## config.mk

```make
export PLATFORM = sky130hd
export DESIGN_NAME = physics_step_scheduler
export DESIGN_NICKNAME = d
export VERILOG_FILES = /design/src/rtl/physics_pkg.sv /design/src/rtl/stage_watchdog.sv /design/src/rtl/physics_step_scheduler.sv
export SDC_FILE = /design/constraint.sdc
export NUM_CORES = 1
export LEC_CHECK = 0
export CAP_MARGIN = 20
export CORE_AREA = 3 3 61 63
export CTS_BUF_LIST = sky130_fd_sc_hd__clkbuf_4 sky130_fd_sc_hd__clkbuf_8
export DETAILED_ROUTE_END_ITERATION = 8
export DIE_AREA = 0 0 64 66
export PLACE_DENSITY = 0.88
export SLEW_MARGIN = 10
export SYNTH_ARGS = -nofsm -noshare
export SYNTH_HDL_FRONTEND = slang
export SYNTH_SLANG_ARGS = --single-unit
```

## constraint.sdc

```tcl
create_clock -name clk_in -period 4 [get_ports clk_in]
set_input_delay 0.6 -clock clk_in [delete_from_list [all_inputs] [get_ports clk_in]]
set_output_delay 0.6 -clock clk_in [all_outputs]
set_load 0.005 [all_outputs]
```

## src/rtl/physics_pkg.sv

```systemverilog
// ---------------------------------------------------------------------------
// physics_pkg
// Shared types and constants for the physics step scheduler.
//   sched_state_t : scheduler FSM state encoding
//   STAGE_*       : stage-engine indices in their fixed launch order
// ---------------------------------------------------------------------------
package physics_pkg;

    typedef enum logic [2:0] {
        IDLE   = 3'd0,
        LAUNCH = 3'd1,
        WAIT   = 3'd2,
        NEXT   = 3'd3,
        DONE   = 3'd4
    } sched_state_t;

    // Stage engines in launch order; index 0 runs first in every substep.
    localparam int unsigned STAGE_SPRINGS   = 0;
    localparam int unsigned STAGE_COLLIDE   = 1;
    localparam int unsigned STAGE_INTEGRATE = 2;

endpackage : physics_pkg

```

## src/rtl/stage_watchdog.sv

```systemverilog
// ---------------------------------------------------------------------------
// stage_watchdog
// Per-stage hang detector for the physics step scheduler. Implemented as a
// down-counter with a terminal-count compare: loading TIMEOUT_CYCLES-1 and
// counting down to zero is equivalent to an up-count from 0 reaching
// TIMEOUT_CYCLES-1.
//
// Ports:
//   clk_in      : system clock
//   rst_in      : asynchronous active-low reset
//   clear_in    : reload the counter (held during the stage launch cycle)
//   enable_in   : count one cycle (held while waiting on the stage)
//   expired_out : high once TIMEOUT_CYCLES-1 wait cycles have elapsed, i.e.
//                 during the TIMEOUT_CYCLES-th wait cycle
// ---------------------------------------------------------------------------
module stage_watchdog #(
    parameter int unsigned TIMEOUT_CYCLES = 4096
) (
    input  logic clk_in,
    input  logic rst_in,
    input  logic clear_in,
    input  logic enable_in,
    output logic expired_out
);

    localparam int unsigned CNT_W = $clog2(TIMEOUT_CYCLES);
    localparam logic [CNT_W-1:0] LOAD_VAL = CNT_W'(TIMEOUT_CYCLES - 1);

    logic [CNT_W-1:0] remain_q;
    logic [CNT_W-1:0] remain_d;

    always_comb begin
        remain_d = remain_q;
        if (clear_in) begin
            remain_d = LOAD_VAL;
        end else if (enable_in && (remain_q != '0)) begin
            // Hold at zero so the terminal count never wraps.
            remain_d = remain_q - CNT_W'(1);
        end
    end

    always_ff @(posedge clk_in or negedge rst_in) begin
        if (!rst_in) begin
            remain_q <= LOAD_VAL;
        end else begin
            remain_q <= remain_d;
        end
    end

    assign expired_out = (remain_q == '0);

endmodule : stage_watchdog

```

## src/rtl/physics_step_scheduler.sv

```systemverilog
// ---------------------------------------------------------------------------
// physics_step_scheduler
// Per-frame sequencer for the physics datapath. Each accepted frame tick
// runs every stage engine in index order, SUBSTEPS times over. Each stage
// receives a one-cycle start pulse and the scheduler waits for that stage's
// done pulse. A watchdog aborts the step if a stage hangs, and ticks that
// arrive while a step is in progress are counted as overruns.
//
// Ports:
//   clk_in           : system clock
//   rst_in           : asynchronous active-low reset
//   frame_tick_in    : one-cycle request for a physics step
//   enable_in        : gates acceptance of frame_tick_in (and overrun count)
//   clear_err_in     : clears timeout_err_out / err_stage_out
//   stage_done_in    : per-stage done pulses
//   stage_start_out  : one-hot, one-cycle start pulse to the current stage
//   busy_out         : high whenever the scheduler is not idle
//   cur_stage_out    : stage currently launched / awaited
//   cur_substep_out  : current substep index
//   step_done_out    : one-cycle pulse when all substeps have completed
//   timeout_err_out  : sticky watchdog abort flag
//   err_stage_out    : stage that timed out, latched with the flag
//   overrun_cnt_out  : saturating count of ticks dropped while busy
//
// States:
//   IDLE   | waiting for an enabled frame tick
//   LAUNCH | start pulse to current stage, watchdog reloaded (1 cycle)
//   WAIT   | waiting for current stage's done, watchdog running
//   NEXT   | advance stage / substep, or finish (1 cycle)
//   DONE   | step_done pulse, then back to IDLE (1 cycle)
//
// All outputs are flops whose next value is derived from the next state, so
// each output lines up with the state it describes in the same cycle.
// ---------------------------------------------------------------------------
module physics_step_scheduler
    import physics_pkg::*;
#(
    parameter int unsigned NUM_STAGES     = 3,
    parameter int unsigned SUBSTEPS       = 4,
    parameter int unsigned TIMEOUT_CYCLES = 4096,
    parameter int unsigned OVR_W          = 8
) (
    input  logic                          clk_in,
    input  logic                          rst_in,
    input  logic                          frame_tick_in,
    input  logic                          enable_in,
    input  logic                          clear_err_in,
    input  logic [NUM_STAGES-1:0]         stage_done_in,
    output logic [NUM_STAGES-1:0]         stage_start_out,
    output logic                          busy_out,
    output logic [$clog2(NUM_STAGES)-1:0] cur_stage_out,
    output logic [$clog2(SUBSTEPS):0]     cur_substep_out,
    output logic                          step_done_out,
    output logic                          timeout_err_out,
    output logic [$clog2(NUM_STAGES)-1:0] err_stage_out,
    output logic [OVR_W-1:0]              overrun_cnt_out
);

    localparam int unsigned STG_W = $clog2(NUM_STAGES);
    localparam int unsigned SUB_W = $clog2(SUBSTEPS) + 1;

    localparam logic [STG_W-1:0] LAST_STAGE   = STG_W'(NUM_STAGES - 1);
    localparam logic [SUB_W-1:0] LAST_SUBSTEP = SUB_W'(SUBSTEPS - 1);

    sched_state_t          state_q,     state_d;
    logic [STG_W-1:0]      stage_q,     stage_d;
    logic [SUB_W-1:0]      substep_q,   substep_d;
    logic [NUM_STAGES-1:0] start_q,     start_d;
    logic                  busy_q,      busy_d;
    logic                  step_done_q, step_done_d;
    logic                  err_q,       err_d;
    logic [STG_W-1:0]      err_stage_q, err_stage_d;
    logic [OVR_W-1:0]      ovr_q,       ovr_d;

    logic wd_clear;
    logic wd_enable;
    logic wd_expired;
    logic done_hit;

    assign wd_clear  = (state_q == LAUNCH);
    assign wd_enable = (state_q == WAIT);

    stage_watchdog #(
        .TIMEOUT_CYCLES (TIMEOUT_CYCLES)
    ) u_stage_watchdog (
        .clk_in      (clk_in),
        .rst_in      (rst_in),
        .clear_in    (wd_clear),
        .enable_in   (wd_enable),
        .expired_out (wd_expired)
    );

    // Only the awaited stage's done bit counts; stray pulses on other bits
    // are masked off here.
    assign done_hit = |(stage_done_in & (NUM_STAGES'(1) << stage_q));

    always_comb begin
        state_d     = state_q;
        stage_d     = stage_q;
        substep_d   = substep_q;
        err_d       = err_q;
        err_stage_d = err_stage_q;
        ovr_d       = ovr_q;

        if (clear_err_in) begin
            err_d       = 1'b0;
            err_stage_d = '0;
        end

        if (frame_tick_in && enable_in && (state_q != IDLE) && (ovr_q != '1)) begin
            ovr_d = ovr_q + OVR_W'(1);
        end

        case (state_q)
            IDLE: begin
                if (frame_tick_in && enable_in) begin
                    stage_d   = '0;
                    substep_d = '0;
                    state_d   = LAUNCH;
                end
            end
            LAUNCH: begin
                state_d = WAIT;
            end
            WAIT: begin
                // Done is checked first so a done arriving on the last
                // watchdog cycle still advances.
                if (done_hit) begin
                    state_d = NEXT;
                end else if (wd_expired) begin
                    state_d     = IDLE;
                    err_d       = 1'b1;
                    err_stage_d = stage_q;
                end
            end
            NEXT: begin
                if (stage_q != LAST_STAGE) begin
                    stage_d = stage_q + STG_W'(1);
                    state_d = LAUNCH;
                end else if (substep_q != LAST_SUBSTEP) begin
                    substep_d = substep_q + SUB_W'(1);
                    stage_d   = '0;
                    state_d   = LAUNCH;
                end else begin
                    state_d = DONE;
                end
            end
            DONE: begin
                state_d = IDLE;
            end
            default: begin
                state_d = IDLE;
            end
        endcase

        start_d     = (state_d == LAUNCH) ? (NUM_STAGES'(1) << stage_d) : '0;
        busy_d      = (state_d != IDLE);
        step_done_d = (state_d == DONE);
    end

    always_ff @(posedge clk_in or negedge rst_in) begin
        if (!rst_in) begin
            state_q     <= IDLE;
            stage_q     <= '0;
            substep_q   <= '0;
            start_q     <= '0;
            busy_q      <= 1'b0;
            step_done_q <= 1'b0;
            err_q       <= 1'b0;
            err_stage_q <= '0;
            ovr_q       <= '0;
        end else begin
            state_q     <= state_d;
            stage_q     <= stage_d;
            substep_q   <= substep_d;
            start_q     <= start_d;
            busy_q      <= busy_d;
            step_done_q <= step_done_d;
            err_q       <= err_d;
            err_stage_q <= err_stage_d;
            ovr_q       <= ovr_d;
        end
    end

    assign stage_start_out = start_q;
    assign busy_out        = busy_q;
    assign cur_stage_out   = stage_q;
    assign cur_substep_out = substep_q;
    assign step_done_out   = step_done_q;
    assign timeout_err_out = err_q;
    assign err_stage_out   = err_stage_q;
    assign overrun_cnt_out = ovr_q;

endmodule : physics_step_scheduler
```

==> flow_summary.yaml <==
power:
  p_total_w: 0.00119
  p_leak_nw: 0.921
  ir_drop_v: 0.000415
  power.density_mw_per_mm2: 531
timing:
  worstMarginPinSlew_ps: 638
  fin_crit_sh: 0.508
  final_hold_viol_count: 0
  fin_skew_ps: 11.9
  report.final.slew_viol_count: 0
  finalSetupViolations: 0
  fmax_mhz: 492
  min_period_ps: 2030
  rsz0062_at_grt: "no"
  setup_tns_ps: 0
  slew_headroom: 0.571
place:
  globalplace.congestion: 0.821
  dp_hpwl_mm: 2.48
  dp.cells: 251
  port_buffers: 28
worst_setup_path:
  cp_max_fo: 10
  critPathBufInv: 1
  path_cells: "clkdlybuf4s50_1"
  cp_slowest_cell: "clkdlybuf4s50_1"
  cp.arrival_ps: 1430
  cp-start-kind: "flop"
  worstSetupEndpointType: "output port"
  critPathTopFamily: "buffers and inverters"
  crit_type: "reg2out"
  crit_required_ps: 3400
  cpPeakStageDelay_ps: 560
finish:
  final_nets: 224
  nFillCells: 259
  area_delta_synth_final_pct: 21.3
  fin_util: 0.684
  drive_gt1_frac: 0.150
  instances_no_fill: 259
  diodes: 0
die:
  design.core.area_sq_mm: 0.00328
  ios: 29
  die-area_sq_mm: 0.00422
  start_util: 0.564
  die_y_microns: 66
  die_w_microns: 64
  rows: 21
yosys:
  synth_cells: 182
  syn_nets: 194
  yosys_warnings: 0
  syn_area_sq_mm: 0.00185
  ys_seq_elements: 36
  yosysUniqueCellTypes: 47
  synth_seq_area_share: 0.495
  syn_area_per_cell_sq_um: 10.2
job:
  drv_cap: 0
clock_network:
  cts.htree.levels: 2
  clk_pin_slew_ps: 120
  clockBufferDepth: 2
  root_buffer: "clkbuf_4"
  cts_resized: 0
  clk_latency_ps: 340
  cts_tree: "built"
  cts_made_buffers: 5
  post_cts_buffers: 0
  clock-sinks: 36
  ctsHoldBuffers: 0
global_routing:
  grt_antenna_before_repair: 0
  grt_pass1_wl_mm: 6.17
  grt_overflow: 0
  grt_pass1_vias: 1375
  grt_max_degree: 37
  grt_usage: 0.190
route:
  dr_total_vias: 1441
  ant_nets: 0
  drt-initial-drc-count: 73
  wl_per_cell_microns: 13.5
  drcViolationCount: 0
  vias_per_cell: 5.56
  finalWirelength_mm: 3.50
  drtPass1Iterations: 5
hold_path:
  holdCritPathClass: "reg2reg"
run_status:
  outcome: "finished clean"
-- path summary, 6_finish.rpt --
| check | from | end | slack (ps) | cells after the start |
|---|---|---|---|---|
| max in group asynchronous | rst_in | u_stage_watchdog.remain_q[0]$_DFFE_PN1P_ | 2990 | 2 |
| max reg2reg | cur_substep_out[0]$_DFFE_PN0P_ | cur_substep_out[2]$_DFFE_PN0P_ | 2030 | 5 |
| min reg2reg | timeout_err_out$_DFF_PN0_ | timeout_err_out$_DFF_PN0_ | 500 | 1 |
| min in group asynchronous | rst_in | overrun_cnt_out[5]$_DFFE_PN0P_ | 670 | 2 |
| max | cur_stage_out[1]$_DFF_PN0_ | cur_stage_out[1] | 1970 | 1 |
| min | timeout_err_out$_DFF_PN0_ | timeout_err_out$_DFF_PN0_ | 500 | 1 |
-- stage by stage --
| step | setup WS, ps | cell area (sq um) | hold slack [ps] |
|---|---|---|---|
| 6_report | 1970 | 2250 | 504 |
| 2_1_floorplan | 2140 | 1850 | 304 |
| 3_3_place_gp | 1970 | 2170 | 477 |
| 3_5_place_dp | 1920 | 2170 | 479 |
| 5_1_grt | 1880 | 2250 | 525 |
| 4_1_cts | 1950 | 2250 | 510 |
-- cells in the mapped netlist (all sizes together) --
cell type	n	share of area
o31a	1	0.0047
xnor2	1	0.0047
nor2b	2	0.0068
o21ai	6	0.018
o22ai	1	0.0034
buf	2	0.0088
mux2	2	0.012
dfrtp	24	0.32
nand3	8	0.022
dfstp	12	0.17
o311a	1	0.0054
and3	2	0.0068
or4	1	0.0061
a211o	2	0.010
a21o	3	0.013
nand4b	1	0.0047
nor2	15	0.030
nor4	6	0.024
nand4	3	0.014
nor3b	1	0.0041
inv	11	0.022
nand2	14	0.028
clkbuf	4	0.0081
xor2	6	0.028
a21oi	9	0.024
a311oi	1	0.0047
nor3	12	0.041
or3	6	0.020
a211oi	2	0.0081
nand4bb	2	0.012
o211ai	1	0.0041
nand2b	1	0.0034
mux2i	8	0.043
o2bb2ai	1	0.0047
ha	4	0.027
or3b	1	0.0047
or2	1	0.0047
and4	2	0.0095
o31ai	2	0.0081
-- report_power, final --
group	leakage (nW)	total [W]	switching, W	internal [W]
Combinational	0.437	0.000377	0.000172	0.000204
Sequential	0.443	0.000562	0.000113	0.000450
Clock	0.0412	0.000253	0.000122	0.000130
Total	0.921	0.00119	0.000408	0.000784
-- metal layers --
| layer | track usage | wire length (microns) | up-vias |
|---|---|---|---|
| li1 | - | - | 716 |
| met1 | 0.241 | 1600 | 686 |
| met2 | 0.308 | 1710 | 33 |
| met3 | 0.0459 | 138 | 6 |
| met4 | 0.0809 | 53 | 0 |
| met5 | 0 | 0 | - |
-- layout by cell type, fill, tap and decap left out, drive strengths merged, types with 2 or more instances in the layout --
cell and instances:
ha 4, o21ai 6, mux2 2, a211o 2, dfrtp 24, nand2 14, mux2i 8, and3 2
nand4 3, a21o 3, nor4 6, dfstp 12, nor2b 2, a21oi 9, nand3 8, o31ai 2
and4 2, xor2 6, clkbuf 5, clkdlybuf4s50 28, nand4bb 2, nor2 15, inv 11, a211oi 2
or3 6, nor3 12
-- registers in the layout (all words and copies together), names as in the netlist --
register and count:
u_stage_watchdog.remain_q 12, state_q 3, cur_stage_out 2, overrun_cnt_out 8, busy_out 1, err_stage_out 2, timeout_err_out 1, stage_start_out 3
step_done_out 1, cur_substep_out 3
-- kinds of logic (layout without fill, tap and decap cells) --
group / after synthesis / after routing / synth area share
multiplexers: 10 / 10 / 0.0554
XOR/XNOR: 7 / 7 / 0.0331
adder cells (fa/ha/maj): 4 / 4 / 0.0270
AO/OA/AOI/OAI: 30 / 30 / 0.109
buffers and inverters: 17 / 48 / 0.0392
flip-flops: 36 / 36 / 0.495
AND/OR/NAND/NOR: 78 / 78 / 0.242
-- final cells by class --
| type | instances | area [sq um] | share of cell area |
|---|---|---|---|
| clock buffers | 5 | 37.5 | 0.0167 |
| flip-flops and latches | 36 | 916 | 0.408 |
| multi-input cells | 129 | 863 | 0.384 |
| well taps | 46 | 57.6 | 0.0256 |
| clock inverters | 3 | 42.5 | 0.0189 |
| inverters | 11 | 41.3 | 0.0184 |
| repair buffers | 29 | 288 | 0.128 |
Note: power is estimated with default switching activity, not from simulation.
